[src/rtl/memshare_wraddr_ctrl.sv]
`default_nettype none
// ============================================================================
// Module   : memshare_wraddr_ctrl
// Brief    : memShare write-back address generator with DRC1 rebasing.
// Revision : 1.0
// ============================================================================
module memshare_wraddr_ctrl #(
    parameter int          ADDR_WIDTH    = 5,
    parameter int          LEN_WIDTH     = 5,
    parameter int          DRC_NUM       = 3,
    parameter int unsigned ADDR_BASE     = 0,
    parameter int unsigned REBASE_STRIDE = 8
) (
    input  logic                  sys_clk,
    input  logic                  rst,
    input  logic                  scu_begin_i,
    input  logic [LEN_WIDTH-1:0]  wb_len_i,
    input  logic                  wr_valid_i,
    input  logic [DRC_NUM-1:0]    is_drc_i,
    input  logic                  stall_i,
    output logic                  wr_ready_o,
    output logic                  wr_en_o,
    output logic [ADDR_WIDTH-1:0] wr_addr_o,
    output logic [ADDR_WIDTH-1:0] drc_base_addr_o,
    output logic                  busy_o,
    output logic                  done_o
);

    localparam logic [ADDR_WIDTH-1:0] c_addr_base = ADDR_WIDTH'(ADDR_BASE);
    localparam logic [ADDR_WIDTH-1:0] c_stride    = ADDR_WIDTH'(REBASE_STRIDE);
    localparam logic [DRC_NUM-1:0]    c_drc1_only = DRC_NUM'(1);

    typedef enum logic [1:0] {
        S_IDLE  = 2'd0,
        S_WRITE = 2'd1,
        S_DONE  = 2'd2
    } state_t;

    state_t                r_state;
    logic [ADDR_WIDTH-1:0] r_cur_addr;
    logic [ADDR_WIDTH-1:0] r_drc_base;
    logic [LEN_WIDTH-1:0]  r_remain;
    logic                  r_wr_en;
    logic [ADDR_WIDTH-1:0] r_wr_addr;

    state_t                w_state_nxt;
    logic [ADDR_WIDTH-1:0] w_cur_nxt;
    logic [ADDR_WIDTH-1:0] w_base_nxt;
    logic [LEN_WIDTH-1:0]  w_remain_nxt;
    logic                  w_wr_en_nxt;
    logic [ADDR_WIDTH-1:0] w_wr_addr_nxt;
    logic                  w_accept;
    logic                  w_rebase;
    logic [ADDR_WIDTH-1:0] w_beat_addr;

    assign wr_ready_o      = (r_state == S_WRITE) && !stall_i;
    // A restart request wins over a beat presented in the same cycle.
    assign w_accept        = wr_ready_o && wr_valid_i && !scu_begin_i;
    assign w_rebase        = (is_drc_i == c_drc1_only);
    assign w_beat_addr     = w_rebase ? (r_drc_base + c_stride) : r_cur_addr;

    assign wr_en_o         = r_wr_en;
    assign wr_addr_o       = r_wr_addr;
    assign drc_base_addr_o = r_drc_base;
    assign busy_o          = (r_state == S_WRITE);
    assign done_o          = (r_state == S_DONE);

    always_comb begin
        w_state_nxt   = r_state;
        w_cur_nxt     = r_cur_addr;
        w_base_nxt    = r_drc_base;
        w_remain_nxt  = r_remain;
        w_wr_en_nxt   = 1'b0;
        w_wr_addr_nxt = r_wr_addr;

        if (scu_begin_i) begin
            w_cur_nxt    = c_addr_base;
            w_base_nxt   = c_addr_base;
            w_remain_nxt = wb_len_i;
            w_state_nxt  = (wb_len_i == '0) ? S_DONE : S_WRITE;
        end else begin
            case (r_state)
                S_WRITE: begin
                    if (w_accept) begin
                        w_wr_en_nxt   = 1'b1;
                        w_wr_addr_nxt = w_beat_addr;
                        w_cur_nxt     = w_beat_addr + ADDR_WIDTH'(1);
                        if (w_rebase) begin
                            w_base_nxt = w_beat_addr;
                        end
                        w_remain_nxt = r_remain - LEN_WIDTH'(1);
                        if (r_remain == LEN_WIDTH'(1)) begin
                            w_state_nxt = S_DONE;
                        end
                    end
                end
                S_DONE:  w_state_nxt = S_IDLE;
                default: w_state_nxt = S_IDLE;
            endcase
        end
    end

    always_ff @(posedge sys_clk or posedge rst) begin
        if (rst) begin
            r_state    <= S_IDLE;
            r_cur_addr <= c_addr_base;
            r_drc_base <= c_addr_base;
            r_remain   <= '0;
            r_wr_en    <= 1'b0;
            r_wr_addr  <= c_addr_base;
        end else begin
            r_state    <= w_state_nxt;
            r_cur_addr <= w_cur_nxt;
            r_drc_base <= w_base_nxt;
            r_remain   <= w_remain_nxt;
            r_wr_en    <= w_wr_en_nxt;
            r_wr_addr  <= w_wr_addr_nxt;
        end
    end

endmodule
`default_nettype wire

[config.mk]
export PLATFORM = sky130hd
export DESIGN_NAME = memshare_wraddr_ctrl
export DESIGN_NICKNAME = d
export VERILOG_FILES = /design/src/rtl/memshare_wraddr_ctrl.sv
export SDC_FILE = /design/constraint.sdc
export NUM_CORES = 1
export LEC_CHECK = 0
export BUFFER_PORTS_ARGS = -buffer_cell sky130_fd_sc_hd__buf_4
export CAP_MARGIN = 5
export CORE_MARGIN = 8
export CORE_UTILIZATION = 50
export DETAILED_ROUTE_END_ITERATION = 8
export GPL_ROUTABILITY_DRIVEN = 0
export PLACE_DENSITY = 0.77
export SYNTH_ARGS = -nofsm -noshare
export SYNTH_HDL_FRONTEND = slang
export SYNTH_SLANG_ARGS = --single-unit
[constraint.sdc]
create_clock -name sys_clk -period 3.9 [get_ports sys_clk]
set_input_delay 0.39 -clock sys_clk [delete_from_list [all_inputs] [get_ports sys_clk]]
set_output_delay 0.39 -clock sys_clk [all_outputs]
set_load 0.01 [all_outputs]
==> reports/qor.csv <==
metric,value,unit
CTS tree,built,
GR Overflow Total,0,
Area Growth Syn to Fin,17.7,%
DIE AREA,4270,um2
Synth top area share,0.472,
most instantiated cells after synthesis,"dfrtp_1 (23), nand2_1 (20), nor2_1 (10), o21ai_0 (8), nor2b_1 (6)",
Routed WL,2470,um
Worst Setup SP,r_state[1],
cells after synthesis,126,
"top cells by area, synth","dfrtp_1 (47%), nand2_1 (6.2%), xnor2_1 (3.6%)",
"Cell Area, Placed",1410,um2
clk root buf,clkbuf_4,
P_leak,0.680,nW
CTS Hold Bufs,0,
Vias/cell,5.35,
Mapped Area,1220,um2
clk buf depth,2,
DR vias,957,
Netlist cell types,36,
Die Y,65.4,um
final net count,166,
Core Region,2390,um2
placed insts,175,
final slew viol count,0,
H-tree levels,1,
vias in the first global route,1000,
Total GRT Usage,0.126,
Avg Synthesized Cell Area,9.67,um2
RR Startpoint,r_state[1],
Worst-path clk slew,0.13,ns
initial drt markers,34,
VDD IR-drop max,218,uV
share of layout cells above drive strength 1,0.242,
area taken by multi-input logic gates,576,um2
most numerous cell in the Yosys netlist,dfrtp_1,
"FFs w/ async S/R, synth",1.00,
Final Setup Violations,0,
clock skew,0.0102,ns
Final min period,1.85,ns
YS warnings,0,
hold crit path type,in -> async,
outcome,"finished, final reports clean",
power per cell area,321,nW/um2
crit start category,register,
Die W,65.4,um
syn_nets,142,
initial core utilization,0.510,
n_diodes,0,
"area leader, netlist",dfrtp_1,
critical path endpoint category,register,
Max-cap violations,0,
Final period util,0.474,
"Seq/Total Area, Yosys",0.472,
filler cell count,218,
first-pass GRT wire length,4370,um
post-route cell area,1430,um2
residual DRC count,0,
Final Hold Viols,0,
Tightest Pin Transition,0.843,ns
fmax,541,MHz
DP HPWL,1840,um
Routed wire per std cell,13.8,um
IO Count,27,
Non-Filler Instances,179,
clk sinks,23,
Cell Rows,18,
"EDFF count, synth",0,
post-route antenna net violation count,0,
CP Max Fanout,18,
initial antenna violation count,0,
data required time of the critical path,4.12,ns
post-cts resize count,0,
RSZ-0062 raised after global routing,false,
"Setup Fix Bufs, Post-CTS",0,
synthesized flop and latch total,23,
pin count of the biggest net entering global routing,24,
Setup TNS Final,0,ns
drt first pass iters,4,
Sequential cell area,576,um2
Skew-Pair Late Insertion Delay,0.31,ns
Crit Path Category,reg -> reg,
total power,0.000461,W
"Primary FF master, synth",dfrtp_1,
I/O Buffers,26,
Crit path arrival time,2.06,ns
WHS,0.235,ns
Max-slew headroom,0.437,
TritonCTS buffer count,3,
==> per-stage QoR <==
step | utilization | worst slack, ns
floorplan | - | 2.11
global placement | 0.589 | 1.93
detailed placement | 0.589 | 1.89
CTS | 0.601 | 2.06
global route | 0.601 | 1.97
finish | 0.601 | 2.05
==> worst max-delay path, cell delays in order (launching register included) <==
cell and delay, ns:
dfrtp_1 0.40, and4bb_1 0.66, and2_4 0.34, mux2_2 0.35
==> placed cells by master (no fill, tap or decap), types with 2 or more instances in the layout <==
cell,n
a21oi_1,5
a31oi_1,2
and2b_1,2
and3_1,2
buf_4,27
clkbuf_4,3
dfrtp_1,23
ha_1,3
inv_1,4
mux2_2,2
mux2_4,2
nand2_1,20
nand3_1,4
nor2_1,10
nor2b_1,6
o21ai_0,8
xnor2_1,5
xor2_1,4
==> power breakdown <==
group	leakage (nW)	internal [W]	switching, W
clock network	0.0177	0.0000383	0.0000705
logic	0.363	0.0000431	0.0000424
registers	0.300	0.000255	0.0000116
total	0.680	0.000336	0.000125
==> layer usage <==
metal  up-vias  global-route usage  part of all wire
li1        477                   -                 -
met1       455               0.153              0.44
met2        21               0.205              0.49
met3         4              0.0238             0.048
met4         0              0.0708             0.018
met5         -                   0                 0
==> worst paths after layout <==
| check | to | slack [ns] | cells past startpoint |
|---|---|---|---|
| setup / recovery | wr_addr_o[4] | 2.05 | 3 |
| hold / removal | r_cur_addr[3] | 0.23 | 2 |
| setup reg to reg | wr_addr_o[4] | 2.05 | 3 |
| hold reg to reg | wr_addr_o[1] | 0.53 | 1 |
| max in group asynchronous | wr_en_o | 3.14 | 2 |
| min in group sys_clk | r_state[1] | 0.28 | 2 |
==> cell type report <==
type / instances / area share
flip-flops and latches: 23 / 0.401
multi-input cells: 91 / 0.401
repair buffers: 27 / 0.141
well taps: 30 / 0.0262
clock buffers: 3 / 0.0157
inverters: 4 / 0.0105
clock inverters: 1 / 0.00349
==> state kept, by name (all words and copies together) (netlist names) <==
| register | count |
|---|---|
| r_state | 2 |
| r_cur_addr | 5 |
| r_remain | 5 |
| wr_addr_o | 5 |
| drc_base_addr_o | 5 |
| wr_en_o | 1 |
==> kinds of logic after synthesis <==
| logic type | after synthesis | share of synthesized area |
|---|---|---|
| simple gates | 53 | 0.221 |
| flops | 23 | 0.472 |
| compound gates | 21 | 0.105 |
| buf+inv | 12 | 0.0554 |
| xor+xnor | 9 | 0.0647 |
| mux | 5 | 0.0513 |
| fa+ha+maj | 3 | 0.0308 |
Power figures use the tool's default switching activity.
